File: config.mk
export PLATFORM = sky130hd
export DESIGN_NAME = fetch_controller
export DESIGN_NICKNAME = d
export VERILOG_FILES = /design/src/rtl/fetch_controller.sv
export SDC_FILE = /design/constraint.sdc
export NUM_CORES = 1
export LEC_CHECK = 0
export BUFFER_PORTS_ARGS = -buffer_cell sky130_fd_sc_hd__buf_2
export CAP_MARGIN = 40
export CORE_ASPECT_RATIO = 0.8
export CORE_UTILIZATION = 45
export DETAILED_ROUTE_END_ITERATION = 8
export GPL_ROUTABILITY_DRIVEN = 0
export GPL_TIMING_DRIVEN = 1
export PLACE_DENSITY = 0.88
export RECOVER_POWER = 25
export SETUP_SLACK_MARGIN = 0.4
export SYNTH_ARGS = -nofsm -noshare
export SYNTH_HDL_FRONTEND = slang
export SYNTH_SLANG_ARGS = --single-unit
File: constraint.sdc
create_clock -name clk -period 3.6 [get_ports clk]
set_input_delay 0.18 -clock clk [delete_from_list [all_inputs] [get_ports clk]]
set_output_delay 0.18 -clock clk [all_outputs]
set_load 0.01 [all_outputs]
File: src/rtl/fetch_controller.sv
// Instruction fetch sequencer: program-load writes into instruction memory, then
// sequential fetch with stall hold, redirect flush, and a saturating accept counter.
module fetch_controller #(
  parameter logic [7:0] RESET_PC = 8'd0,
  parameter int         CNT_W    = 16
) (
  input  logic             clk,
  input  logic             reset,
  input  logic             start,
  input  logic             stop,
  input  logic             stall,
  input  logic             redirect,
  input  logic [7:0]       redirect_addr,
  input  logic             load_req,
  input  logic [7:0]       load_addr,
  input  logic [31:0]      load_data,
  output logic             load_ack,
  output logic [7:0]       mem_addr,
  output logic [31:0]      mem_wdata,
  output logic             mem_we,
  input  logic [31:0]      mem_rdata,
  output logic [31:0]      instr,
  output logic [7:0]       instr_pc,
  output logic             instr_valid,
  output logic             busy,
  output logic [CNT_W-1:0] fetch_count
);

  localparam logic [1:0] S_IDLE  = 2'd0;
  localparam logic [1:0] S_FETCH = 2'd1;
  localparam logic [1:0] S_LOAD  = 2'd2;

  logic [1:0]       state_q, state_d;
  logic [7:0]       pc_q, pc_d;
  logic             pend_valid_q, pend_valid_d;
  logic [7:0]       pend_pc_q, pend_pc_d;
  logic [CNT_W-1:0] cnt_q, cnt_d;
  logic             hold;
  logic             writing;
  logic             accept;

  // Outputs are gated by reset so nothing leaks out during the reset cycle itself.
  always_comb begin
    hold        = stall & pend_valid_q;
    writing     = (state_q == S_LOAD) & load_req & ~reset;
    mem_we      = writing;
    load_ack    = writing;
    mem_wdata   = load_data;
    instr       = mem_rdata;
    instr_pc    = pend_pc_q;
    instr_valid = pend_valid_q & (state_q == S_FETCH) & ~reset;
    busy        = (state_q != S_IDLE) & ~reset;
    accept      = instr_valid & ~stall & ~redirect;
    fetch_count = cnt_q;
    case (state_q)
      S_FETCH: mem_addr = hold ? pend_pc_q : pc_q;
      S_LOAD:  mem_addr = load_req ? load_addr : pc_q;
      default: mem_addr = pc_q;
    endcase
  end

  always_comb begin
    state_d      = state_q;
    pc_d         = pc_q;
    pend_valid_d = pend_valid_q;
    pend_pc_d    = pend_pc_q;
    cnt_d        = (accept && (cnt_q != '1)) ? cnt_q + CNT_W'(1) : cnt_q;
    case (state_q)
      S_IDLE: begin
        if (load_req) begin
          state_d = S_LOAD;
        end else if (start) begin
          state_d      = S_FETCH;
          pc_d         = RESET_PC;
          pend_valid_d = 1'b0;
        end
      end
      S_LOAD: begin
        if (!load_req) state_d = S_IDLE;
      end
      S_FETCH: begin
        // Redirect outranks stop; a held stop takes effect the following cycle.
        if (redirect) begin
          pc_d         = redirect_addr;
          pend_valid_d = 1'b0;
        end else if (stop) begin
          state_d      = S_IDLE;
          pend_valid_d = 1'b0;
        end else if (!hold) begin
          pend_pc_d    = mem_addr;
          pend_valid_d = 1'b1;
          pc_d         = pc_q + 8'd1;
        end
      end
      default: state_d = S_IDLE;
    endcase
  end

  always_ff @(posedge clk) begin
    if (reset) begin
      state_q      <= S_IDLE;
      pc_q         <= RESET_PC;
      pend_valid_q <= 1'b0;
      pend_pc_q    <= 8'd0;
      cnt_q        <= '0;
    end else begin
      state_q      <= state_d;
      pc_q         <= pc_d;
      pend_valid_q <= pend_valid_d;
      pend_pc_q    <= pend_pc_d;
      cnt_q        <= cnt_d;
    end
  end

endmodule

; Yosys cells after proc, flatten, opt, wreduce, memory -nomap -nowiden
; Index checks and enable logic that the tools add are counted.
; W data, S select, Z words.
[totals]
reg_bits = 35
inputBits = 87
out_inout_bits = 100
wordCells = 61
[classes]
addsub = 2
n_eq_ne = 12
mux = 21
bitwise = 13
reduce_logical = 8
[ops]
columns = cell, n
row1 = $mux W8, 7
row2 = $pmux W8 S2, 2
row3 = $add A16 B1 Y16 const B, 1
row4 = $ne A16 B16 Y1 const B, 1
row5 = $reduce_and A4 Y1, 3
row6 = $mux W2, 5
row7 = $ne A2 B2 Y1 const B, 5
row8 = $ne A3 B3 Y1 const B, 3
row9 = $add A8 B1 Y8 const B, 1
row10 = $and A1 B1 Y1, 8
row11 = $pmux W2 S3, 1
row12 = $mux W1, 5
row13 = $not A1 Y1, 5
row14 = $reduce_and A5 Y1, 1
row15 = $ne A4 B4 Y1 const B, 1
row16 = $reduce_bool A2 Y1, 2
row17 = $eq A2 B1 Y1 const B, 1
row18 = $eq A2 B2 Y1 const B, 1
row19 = $logic_not A2 Y1, 1
row20 = $pmux W1 S2, 1
row21 = $logic_and A1 B1 Y1, 1

; Logic depth before layout (Yosys ltp)
[depth]
ltp_word = 6
depth_mapped = 8
ltp_nobuf = 6

; Least setup slack after synthesis
; OpenSTA, ideal clock, no wires.
[synth_path]
kind = reg2reg
from = register state_q[0]
to = register pend_pc_q[0], in the netlist instr_pc[0]
setup_time_ps = 115
arrival_time_ps = 1765
setup_slack_ps = 1721
stages_incl_launch_ff = 8
path_buffers = 1
cell_sequence = dfxtp_1 > inv_1 > ha_1 > clkbuf_1 > inv_1 > a221o_1 > a22o_1 > o21a_1
[synth_between]
elab_chain_len = 2
elab_cells_between_ends = 4
[synth_lines]
columns = item, line_no
row1 = start: declaration, 33  ; logic [1:0] state_q, state_d;
row2 = start signal: assignment, 107  ; state_q <= state_d;
row3 = $eq A2 B2 Y1 / $eq A2 B1 Y1 (equally long branches), 55  ; case (state_q)
row4 = $pmux W8 S2 *, 55
row5 = net mem_addr[0], 18  ; output logic [7:0] mem_addr,
row6 = end signal: assignment, 110  ; pend_pc_q <= pend_pc_d;
row7 = end: declaration, 36  ; logic [7:0] pend_pc_q, pend_pc_d;
; The timed path passes the listed nets; every way through them passes the cells marked *.
; A chain may end at the register's enable or synchronous reset.

; Worst setup path after layout
[layout_path]
from = register state_q[0]
to = output mem_addr[4]
[layout_between]
elab_chain_len = 2
elab_cells_between_ends = 3
[layout_lines]
columns = item, line_no
row1 = $eq A2 B2 Y1 / $eq A2 B1 Y1 (equally long branches), 55
row2 = $pmux W8 S2 *, 55
row3 = end: declaration, 18
; Every way passes the cells marked *; elsewhere a longest branch is shown, timed or not.

==> flow_metrics.tcl <==
set metrics [dict create \
    hp-start "redirect_addr[7]" \
    r2r-end "fetch_count[4]" \
    slew_viol_final 0 \
    worst-r2r-cell-count 5 \
    critPathLaunchType "register" \
    clk_pin_slew_ps 80 \
    setup_viol 0 \
    n_fill_cell 525 \
    maxCapViolCount 0 \
    antenna_found_initial 0 \
    holdCritPathClass "in2reg" \
    status "finished, final reports clean" \
    num_vias 2270 \
    synth_cell_type_count 51 \
    place_area_um2 2420 \
    fin_area_um2 2520 \
    cp.arrival_ps 2170 \
    final_antenna_net_count 0 \
    initial_core_util 0.470 \
    ys_seq_elements 35 \
    htreeDepth 2 \
    fp-row-count 24 \
    yosysWarnings 0 \
    core_um2 5500 \
    layout_commonest_cell "buf_2" \
    multi_input_area_um2 1300 \
    syn_area_per_cell_um2 8.38 \
    r2r_start "state_q[0]" \
    clock.fmax_mhz 426 \
    cpPeakStageDelay_ps 460 \
    first_global_vias 2119 \
    grt_pass1_wl_um 9920 \
    die-area_um2 6050 \
    crit_fanout 9 \
    tritoncts_num_sinks 35 \
    syn_inst 308 \
    holdWs_ps 170 \
    port_buffers 58 \
    syn_area_um2 2580 \
    finClkSkew_ps 5.97 \
    fin_nets 387 \
    hpwl_um 4400 \
    finalHoldViolations 0 \
    wl_per_cell_um 16.6 \
    antenna_cells 0 \
    relSlewSlack 0.408 \
    synth-edff-count 0 \
    final_cell_mix "buf_2 (58), dfxtp_1 (35), a21oi_1 (22)" \
    p_leak_nw 1.03 \
    min_path_cells 3 \
    vdd_drop_max_mv 0.120 \
    cp_top_family "compound AO/OA/AOI/OAI gates" \
    clock_latency_ps 300 \
    tightest_slew_ps 884 \
    fin_tns_setup_ps 0 \
    die_w_um 86.7 \
    rrSetupSlack_ps 1310 \
    numCtsBuffers 5 \
    ctsHoldBuffers 0 \
    dr.pass1.iters 5 \
    postSynth.asyncResetShare 0 \
    cts-root-buf "clkbuf_8" \
    die_y_um 69.8 \
    yosysSeqAreaShare 0.271 \
    syn_nets 400 \
    worst-path-buf-inv 3 \
    drive_gt1_frac 0.257 \
    cp_slowest_cell "ha_1" \
    totalWireLength_um 6200 \
    drc_errors 0 \
    rsz0062_at_grt "no" \
    grt_usage 0.207 \
    finalCritPeriodShare 0.652 \
    crit_path_end_kind "primary output" \
    grt_max_degree 24 \
    path_common_cell "inv_1" \
    fin_crit_ps 2350 \
    ios 187 \
    min_to "pc_q[7]" \
    cts.path.max_buffers 2 \
    drt-vias-per-instance 6.07 \
    critPathRequiredTime_ps 3420 \
    crit_chain "inv_1 > ha_1 > inv_1 > a221o_1 > a22o_1 > buf_2" \
    power_density_nw_per_um2 343 \
    overflow 0 \
    total_power_mw 0.866 \
    register_area_um2 701 \
    cts_resized 0 \
    synth_ff_type "dfxtp_1" \
    area_growth_syn_to_layout_pct -2.33 \
    cts_tree "built" \
    drtIter0Drc 208 \
    crit_type "reg2out" \
    cts_setup_buffers 0 \
]
[layer usage]
| metal | up-vias | GRT usage | part of all wire |
|---|---|---|---|
| met2 | 135 | 0.323 | 0.45 |
| met3 | 50 | 0.0512 | 0.094 |
| met5 | - | 0 | 0 |
| met1 | 1031 | 0.251 | 0.40 |
| met4 | 0 | 0.141 | 0.051 |
| li1 | 1054 | - | - |
[through the flow]
step,std cells,util,setup WS (ps)
after global routing,374,0.459,1120
after floorplan,308,-,1720
after global placement,366,0.441,1480
after CTS,374,0.459,1290
final,374,0.459,1250
after detailed placement,366,0.441,1390
[Yosys cell counts (7+ instances only)]
master     n  area [um2]
or4_1      9        67.6
a22o_1    16         140
o21a_1    17         128
clkbuf_1   7        26.3
inv_1      8        30.0
buf_4     65         488
o21ai_0    8        40.0
a21oi_1   22         110
nand2_1   15        56.3
o31ai_1    9        67.6
nor2_1     8        30.0
dfxtp_1   35         701
nand3_1   11        55.1
[final cells by class]
cell class,count,area share
clock buffer,8,0.0397
tap,78,0.0387
inverter,8,0.0119
timing repair buffer,59,0.118
sequential,35,0.278
multi-input combinational,186,0.514
[cells by family (layout without fill, tap and decap cells)]
| logic type | Yosys count | after routing | share of synthesized area |
|---|---|---|---|
| buf+inv | 87 | 75 | 0.229 |
| fa+ha+maj | 5 | 5 | 0.0242 |
| flops | 35 | 35 | 0.271 |
| compound gates | 97 | 97 | 0.269 |
| xor+xnor | 1 | 1 | 0.00339 |
| simple gates | 81 | 81 | 0.194 |
| mux | 2 | 2 | 0.00824 |
[how the worst max path moves through the flow]
stage          slack (ps)        endpoint  startpoint  cells after the start
6_report             1250     mem_addr[4]  state_q[0]                      6
5_1_grt              1120         pc_q[4]  state_q[1]                      6
4_1_cts              1290     mem_addr[4]  state_q[0]                      6
3_5_place_dp         1390  fetch_count[4]  state_q[1]                      6
3_3_place_gp         1480  fetch_count[4]  state_q[1]                      6
2_1_floorplan        1720     instr_pc[0]  state_q[0]                      7
[worst register-to-register path, delay by kind of cell (launching register included)]
| family | cells | cell delay [ps] |
|---|---|---|
| AO/OA/AOI/OAI | 1 | 170 |
| adder cells (fa/ha/maj) | 1 | 440 |
| flip-flops | 1 | 390 |
| AND/OR/NAND/NOR | 3 | 1220 |
[power by group]
part	switching, mW	leakage (nW)	internal, mW
registers	0.0114	0.283	0.397
clock network	0.149	0.0515	0.175
logic	0.0816	0.699	0.0532
total	0.242	1.03	0.624
[sequential cells by signal, summed over array words and instances, names as in the netlist]
name          cells
pc_q              8
state_q           2
instr_pc          8
pend_valid_q      1
fetch_count      16
(Power assumes the default switching activity.)
